--- config.mk ---
export PLATFORM = sky130hd
export DESIGN_NAME = pio_bus_master
export DESIGN_NICKNAME = d
export VERILOG_FILES = /design/src/rtl/pio_bus_master.sv
export SDC_FILE = /design/constraint.sdc
export NUM_CORES = 1
export LEC_CHECK = 0
export BUFFER_PORTS_ARGS = -buffer_cell sky130_fd_sc_hd__buf_4
export CORE_MARGIN = 8
export CORE_UTILIZATION = 48
export CTS_BUF_LIST = sky130_fd_sc_hd__clkbuf_4 sky130_fd_sc_hd__clkbuf_8
export CTS_CLUSTER_SIZE = 28
export DETAILED_ROUTE_END_ITERATION = 16
export HOLD_SLACK_MARGIN = 0.02
export PLACE_DENSITY = 0.83
export SLEW_MARGIN = 40
export SYNTH_ARGS = -nofsm -noshare
export SYNTH_HDL_FRONTEND = slang
export SYNTH_SLANG_ARGS = --single-unit
--- constraint.sdc ---
create_clock -name clk -period 2.7 [get_ports clk]
set_input_delay 0.27 -clock clk [delete_from_list [all_inputs] [get_ports clk]]
set_output_delay 0.27 -clock clk [all_outputs]
set_load 0.02 [all_outputs]
--- src/rtl/pio_bus_master.sv ---
// Bus initiator for the single-clock peripheral bus: runs write, read and poll commands.
// Latency: write resp at T+2, read resp at T+2+RD_LATENCY, poll (RD_LATENCY+2)/read, illegal at T+1.
// Backpressure: one command outstanding; req_ready only in IDLE, response held until resp_ready.
//
// Ports:
//   clk, rst_n                    clock, async active-low reset
//   req_valid/req_ready/req_op/req_addr/req_wdata/req_mask   command channel
//   resp_valid/resp_ready/resp_rdata/resp_err                 response channel
//   bus_we/bus_addr/bus_wd/bus_rd                             peripheral bus
module pio_bus_master #(
    parameter int WIDTH      = 32,
    parameter int RD_LATENCY = 1,
    parameter int POLL_MAX   = 1024
) (
    input  logic             clk,
    input  logic             rst_n,
    input  logic             req_valid,
    output logic             req_ready,
    input  logic [1:0]       req_op,
    input  logic [WIDTH-1:0] req_addr,
    input  logic [WIDTH-1:0] req_wdata,
    input  logic [WIDTH-1:0] req_mask,
    output logic             resp_valid,
    input  logic             resp_ready,
    output logic [WIDTH-1:0] resp_rdata,
    output logic             resp_err,
    output logic             bus_we,
    output logic [WIDTH-1:0] bus_addr,
    output logic [WIDTH-1:0] bus_wd,
    input  logic [WIDTH-1:0] bus_rd
);

    localparam int PCW = $clog2(POLL_MAX + 1);
    localparam int LCW = $clog2(RD_LATENCY + 1);

    localparam logic [1:0] OP_WR   = 2'b00;
    localparam logic [1:0] OP_RD   = 2'b01;
    localparam logic [1:0] OP_POLL = 2'b10;

    typedef enum logic [2:0] {
        IDLE,
        WRITE,
        ADDR,
        WAIT,
        CHECK,
        RESP
    } state_t;

    state_t           state;
    state_t           state_nxt;

    logic [1:0]       op_q;
    logic [WIDTH-1:0] wdata_q;
    logic [WIDTH-1:0] mask_q;
    logic [WIDTH-1:0] rd_q;
    logic [PCW-1:0]   poll_cnt;
    logic [PCW-1:0]   poll_cnt_inc;
    logic [LCW-1:0]   lat_cnt;
    logic             lat_done;
    logic             match;
    logic             poll_last;

    assign lat_done     = (lat_cnt == LCW'(RD_LATENCY - 1));
    // Only masked bits take part in the compare; mask=0 always matches.
    assign match        = (((rd_q ^ wdata_q) & mask_q) == '0);
    assign poll_cnt_inc = poll_cnt + PCW'(1);
    assign poll_last    = (poll_cnt_inc == PCW'(POLL_MAX));

    always_ff @(posedge clk or negedge rst_n) begin
        if (!rst_n) begin
            state <= IDLE;
        end else begin
            state <= state_nxt;
        end
    end

    always_comb begin
        state_nxt  = state;
        req_ready  = 1'b0;
        bus_we     = 1'b0;
        resp_valid = 1'b0;
        case (state)
            IDLE: begin
                req_ready = 1'b1;
                if (req_valid) begin
                    case (req_op)
                        OP_WR:   state_nxt = WRITE;
                        OP_RD:   state_nxt = ADDR;
                        OP_POLL: state_nxt = ADDR;
                        default: state_nxt = RESP;
                    endcase
                end
            end
            WRITE: begin
                bus_we    = 1'b1;
                state_nxt = RESP;
            end
            ADDR: begin
                state_nxt = WAIT;
            end
            WAIT: begin
                if (lat_done) begin
                    state_nxt = (op_q == OP_RD) ? RESP : CHECK;
                end
            end
            CHECK: begin
                state_nxt = (match || poll_last) ? RESP : ADDR;
            end
            RESP: begin
                resp_valid = 1'b1;
                if (resp_ready) begin
                    state_nxt = IDLE;
                end
            end
            default: begin
                state_nxt = IDLE;
            end
        endcase
    end

    always_ff @(posedge clk or negedge rst_n) begin
        if (!rst_n) begin
            op_q       <= OP_WR;
            wdata_q    <= '0;
            mask_q     <= '0;
            rd_q       <= '0;
            poll_cnt   <= '0;
            lat_cnt    <= '0;
            bus_addr   <= '0;
            bus_wd     <= '0;
            resp_rdata <= '0;
            resp_err   <= 1'b0;
        end else begin
            case (state)
                IDLE: begin
                    if (req_valid) begin
                        op_q     <= req_op;
                        wdata_q  <= req_wdata;
                        mask_q   <= req_mask;
                        poll_cnt <= '0;
                        // An illegal op must not disturb the bus, so the address is
                        // only taken for real bus commands.
                        if (req_op != 2'b11) begin
                            bus_addr <= req_addr;
                        end
                        if (req_op == OP_WR) begin
                            bus_wd <= req_wdata;
                        end
                        if (req_op == 2'b11) begin
                            resp_rdata <= '0;
                            resp_err   <= 1'b1;
                        end
                    end
                end
                WRITE: begin
                    resp_rdata <= '0;
                    resp_err   <= 1'b0;
                end
                ADDR: begin
                    lat_cnt <= '0;
                end
                WAIT: begin
                    if (lat_done) begin
                        rd_q <= bus_rd;
                        if (op_q == OP_RD) begin
                            resp_rdata <= bus_rd;
                            resp_err   <= 1'b0;
                        end
                    end else begin
                        lat_cnt <= lat_cnt + LCW'(1);
                    end
                end
                CHECK: begin
                    if (match) begin
                        resp_rdata <= rd_q;
                        resp_err   <= 1'b0;
                    end else begin
                        poll_cnt <= poll_cnt_inc;
                        if (poll_last) begin
                            resp_rdata <= rd_q;
                            resp_err   <= 1'b1;
                        end
                    end
                end
                default: begin
                end
            endcase
        end
    end

endmodule

# ---- After elaboration in Yosys (flattened, before gate mapping)
# Cells that the tools add are included.
dict set report op_classes {
  add_sub_neg 2
  n_eq_ne 18
  mux 29
  n_bitwise 3
  n_reduce_logical 15
}
# operator n
set op_table {}
lappend op_table {{32-bit 2-to-1 mux} 6}
lappend op_table {{32-bit one-hot mux with 4 select lines} 1}
lappend op_table {{32-bit bitwise AND} 1}
lappend op_table {{32-bit logical NOT} 1}
lappend op_table {{32-bit XOR} 1}
lappend op_table {{11-bit 2-to-1 mux} 2}
lappend op_table {{11-bit one-hot mux with 2 select lines} 1}
lappend op_table {{3-bit one-hot mux with 6 select lines} 1}
lappend op_table {{2-bit != test (second input constant)} 7}
lappend op_table {{3-bit 2-to-1 mux} 4}
lappend op_table {{3-bit AND reduction} 4}
lappend op_table {{11-bit by 1-bit adder with 11-bit output (second input constant)} 1}
lappend op_table {{11-bit equality test (second input constant)} 1}
lappend op_table {{1-bit 2-to-1 mux} 11}
lappend op_table {{3-bit by 2-bit equality test with 1-bit output (second input constant)} 2}
lappend op_table {{3-bit equality test (second input constant)} 2}
lappend op_table {{3-bit one-hot mux with 2 select lines} 1}
lappend op_table {{6-bit AND reduction} 1}
lappend op_table {{2-bit by 1-bit equality test with 1-bit output (second input constant)} 2}
lappend op_table {{2-bit equality test (second input constant)} 2}
lappend op_table {{1-bit one-hot mux with 4 select lines} 1}
lappend op_table {{2-bit AND reduction} 2}
lappend op_table {{2-bit nonzero test} 2}
lappend op_table {{4-bit nonzero test} 1}
lappend op_table {{other kinds (9)} 9}
dict set report word_totals {
  regBits 210
  in_bits 134
  output_inout_bits 100
  word_cells 78
}

# ---- Logic depth before layout (Yosys ltp)
dict set report depth {
  depth_word 6
  mapped_depth 9
  depth_no_buf 7
}

# ---- Worst setup path after synthesis
# No wires, ideal clock.
dict set report synth_timing {
  path_kind {register to register}
  start {register state[2]}
  end {register bus_addr[10]}
  setup_ns 0.125
  t_arrival_ns 2.339
  required_ns 2.575
  setup_slack_ns 0.236
  stages_incl_launch_ff 7
  path_buffers 2
  period_less_slack_ns 2.464
  path_cell_list {dfrtp_1 -> clkbuf_1 -> nor3_1 -> nand2_1 -> nor2_1 -> clkbuf_1 -> mux2_2}
}
dict set report synth_via {
  elab_chain_cells 2
}
# element line
set synth_rtl {}
lappend synth_rtl {{from (decl)} 49} ;# state_t state;
lappend synth_rtl {{from (signal assigned)} 73} ;# state <= state_nxt;
lappend synth_rtl {{3-bit logical NOT} 134} ;# case (state)
lappend synth_rtl {{3-bit AND reduction (no source line)} -}
lappend synth_rtl {{to (signal assigned)} 144} ;# bus_addr <= req_addr;
lappend synth_rtl {{to (decl)} 28} ;# output logic [WIDTH-1:0] bus_addr,
# No other way between the ends.
# A chain may end at the register's enable or synchronous reset.

# ---- Final worst setup path
dict set report layout_timing {
  start {register rd_q[25]}
  end {register resp_rdata[14]}
}
dict set report layout_via {
  elab_chain_cells 5
  word_cells_on_any_way 7
  cone_classes {eq/ne: 1; mux: 2; bitwise: 2; reduce/logical: 2}
}
# element line
set layout_rtl {}
lappend layout_rtl {{from (decl)} 55} ;# logic [WIDTH-1:0] rd_q;
lappend layout_rtl {{from (signal assigned)} 164} ;# rd_q <= bus_rd;
lappend layout_rtl {{32-bit XOR (*)} 65} ;# assign match = (((rd_q ^ wdata_q) & mask_q) == '0);
lappend layout_rtl {{32-bit bitwise AND (*)} 65}
lappend layout_rtl {{32-bit logical NOT (*)} 65}
lappend layout_rtl {{3-bit != test (no source line) / 32-bit 2-to-1 mux (equally long branches)} -}
lappend layout_rtl {{6-bit AND reduction (no source line) / 32-bit one-hot mux with 4 select lines (equally long branches)} -}
lappend layout_rtl {{to (signal assigned)} 166} ;# resp_rdata <= bus_rd;
lappend layout_rtl {{to (signal assigned)} 175} ;# resp_rdata <= rd_q;
lappend layout_rtl {{to (signal assigned)} 180} ;# resp_rdata <= rd_q;
lappend layout_rtl {{to (decl)} 25} ;# output logic [WIDTH-1:0] resp_rdata,
# Every way passes the cells marked *; elsewhere a longest branch is shown, timed or not.

==> results.ini <==
[status]
status=complete, no violations

[route]
avgRoutedWirePerCell_um=20.8
num_vias=7604
ant_nets=0
drc_errors=0
drtIter0Drc=574
via_per_inst=5.36
drt-pass1-iter-count=7
wl_mm=29.6

[clock_tree]
clk_latency_ps=520
tritoncts=done
clk_pin_slew_worst_paths_ps=60
cts_max_level=2
cts_made_buffers=37
cts_buffer_depth=3
root_buffer=clkbuf_8
cts_num_sinks=209

[logic_synthesis]
synth_seq_cells=209
synth_top_family_by_area=multiplexers
synth_top_area_share=0.569
synth_compound_area_frac=0.0709
synthesis.area_um2=9190
synth_area_leaders=dfrtp_1 (57%), mux2_2 (12%), nand2_1 (8.7%)
yosys.area_share.simple=0.126
synth_edf_count=0
synthMuxAreaShare=0.173
synthAdderAreaFrac=0.00545
syn_inst=782
ys.flop_type=dfrtp_1
yosysSeqAreaShare=0.569
avgSynthCellArea_um2=11.8
synth_warnings=0
async_flop_share=1.00
synth_fp_nets=920
yosys.area.top_type=dfrtp_1
synth_xor_area_frac=0.0314
synth_cell_type_count=43

[timing]
fmax_mhz=381
finalSetupViolCount=0
tightest_slew_ps=698
skew_ps=24.0
worst_hold_slack_ps=42.5
timing.final.crit_share=0.973
drv_slew=0
timing.final.hold_violations=0
finalSetupTns_ps=0
relSlewSlack=0.535
period_minus_slack_ps=2630

[place]
place_hpwl_mm=18.7
routabilityCongestion=0.930
placed_area_um2=11200
port_buffers=233

[worst_setup_path]
rrSetupSlack_ps=70
critical_path.max_fanout=11
slowest_stage=or4_1
crit_path_start=rd_q[25]
r2r_end=resp_rdata[14]
r2r_cells=8
crit_end=resp_rdata[14]
crit_required_ps=3090
slowest_delay_ps=630
start_kind=flip-flop
cp_cell_sequence=xor2_1, a22oi_1, nand4_1, or4_1, a31oi_4, buf_12, buf_12, mux2_2
regToRegStartpoint=rd_q[25]
worstPathArrival_ps=3020
path_class=reg -> reg
cp-end-kind=flip-flop
path_common_cell=buf_12

[pwr]
seq_power_share=0.375
p_leak_nw=6.59
powerDensity_nw_per_um2=1130
pwr-share-comb=0.426
p_int_mw=9.38
p_sw_frac=0.378
ir_drop_v=0.000803
power_mw=15.1
pwr-share-clk=0.199
power_switching_mw=5.71

[flow_run]
maxCapViolations=0

[grt]
use_met3=0.0680
grt_max_degree=86
antenna_found_initial=3
met2_usage=0.403
grt_first_pass_wirelength_mm=45.9
grt_usage=0.244
use_met1=0.290
top_usage_layer=met2
grt_remaining_overflow=0
grt_pass1_vias=8292

[floorplan]
ios=234
die_h_um=154
chipWidth_um=154
start_util=0.490
fp.dieArea_um2=23800
rows=50
core_um2=18800

[cells_and_area]
drive_above_1_share=0.389
layout.nets=1295
synthToLayoutAreaGrowth_pct=45.3
design_area_um2=13400
utilization=0.712

[hold_path]
holdPathStages=2
hp-class=in -> reg

## cells in the mapped netlist (2+ instances only)
master	n
a22oi_1	16
nor4_1	3
and4_1	2
a21oi_1	5
a22o_1	32
nor3_1	8
and3_1	10
xor2_1	33
clkbuf_1	36
o21ai_0	8
and2_1	3
dfrtp_1	209
and2_0	3
buf_1	4
nand3_1	5
or3_1	2
nor3b_1	2
or4_1	2
nand4_1	7
a31oi_1	6
buf_6	4
mux2_2	98
nor2_1	7
buf_2	2
ha_1	4
mux2_4	30
nand2_1	212
mux2i_1	4
a31o_2	2
inv_1	4
o211ai_1	7
## worst min-delay path by stage
| stage | from | endpoint |
|---|---|---|
| floorplan | rst_n | bus_addr[0] |
| global route | bus_rd[25] | rd_q[25] |
| finish | bus_rd[25] | rd_q[25] |
| detailed placement | rst_n | resp_rdata[28] |
| global placement | rst_n | resp_rdata[26] |
| CTS | bus_rd[25] | rd_q[25] |
## critical path: cells and delay by family, from the launching register on
kind | cells | cell delay, ps
simple gates | 2 | 830
compound gates | 2 | 470
flops | 1 | 420
mux | 1 | 340
buf+inv | 2 | 300
xor+xnor | 1 | 160
## cell type report
type	instances	area [um^2]
diodes	3	7.51
fillers	1219	5410
repair buffers	382	3270
inverters	4	15.0
multi-input cells	523	3770
clock inverters	6	35.0
clock buffers	58	723
well taps	234	293
flip-flops and latches	209	5230
## flip-flops by register name, summed over array words and instances (netlist names)
name        count
bus_addr       32
bus_wd         32
mask_q         32
op_q            2
poll_cnt       11
rd_q           32
resp_err        1
resp_rdata     32
state           3
wdata_q        32
## cells by family after synthesis
family	after synthesis
AO/OA/AOI/OAI	83
flip-flops	209
XOR/XNOR	33
AND/OR/NAND/NOR	271
adder cells (fa/ha/maj)	4
buffers and inverters	50
multiplexers	132
## per-stage QoR
step                      std cells  setup WS [ps]
after CTS                      1412           61.4
final                          1419           72.6
after global routing           1419          -10.7
after detailed placement       1220           61.4
after global placement         1220           91.4
after floorplan                 782            236
## timing repair
item	4_1_cts	5_1_grt
resized for setup	0	7
hold buffers	128	0
setup endpoints to repair	0	32
endpoints found under the hold margin	241	0
buffers inserted	0	2
## placed cells by master, fill, tap and decap left out, drive strengths merged, types with 7 or more instances in the layout
cell type,synthesis,final
xor2,33,33
clkbuf,36,59
buf,10,253
a31oi,7,7
nor2,7,7
a22o,32,32
nand2,212,212
and3,10,10
o211ai,7,7
a22oi,16,16
nand4,7,7
o21ai,8,8
dlygate4sd3,0,128
dfrtp,209,209
mux2,128,128
nor3,8,8
## power by group through the flow
stage / logic, mW / registers [mW] / clock network (mW)
2_1_floorplan: 3.29 / 5.97 / 0
3_3_place_gp: 5.82 / 5.51 / 0
3_5_place_dp: 5.95 / 5.58 / 0
4_1_cts: 6.14 / 5.55 / 3.02
5_1_grt: 6.86 / 5.80 / 3.20
6_report: 6.43 / 5.65 / 3.00
## routing by layer
metal,part of all wire,wire (um)
met1,0.40,11800
met2,0.49,14400
met3,0.071,2090
met4,0.043,1260
met5,0,0
Note: power is estimated with default switching activity, not from simulation.
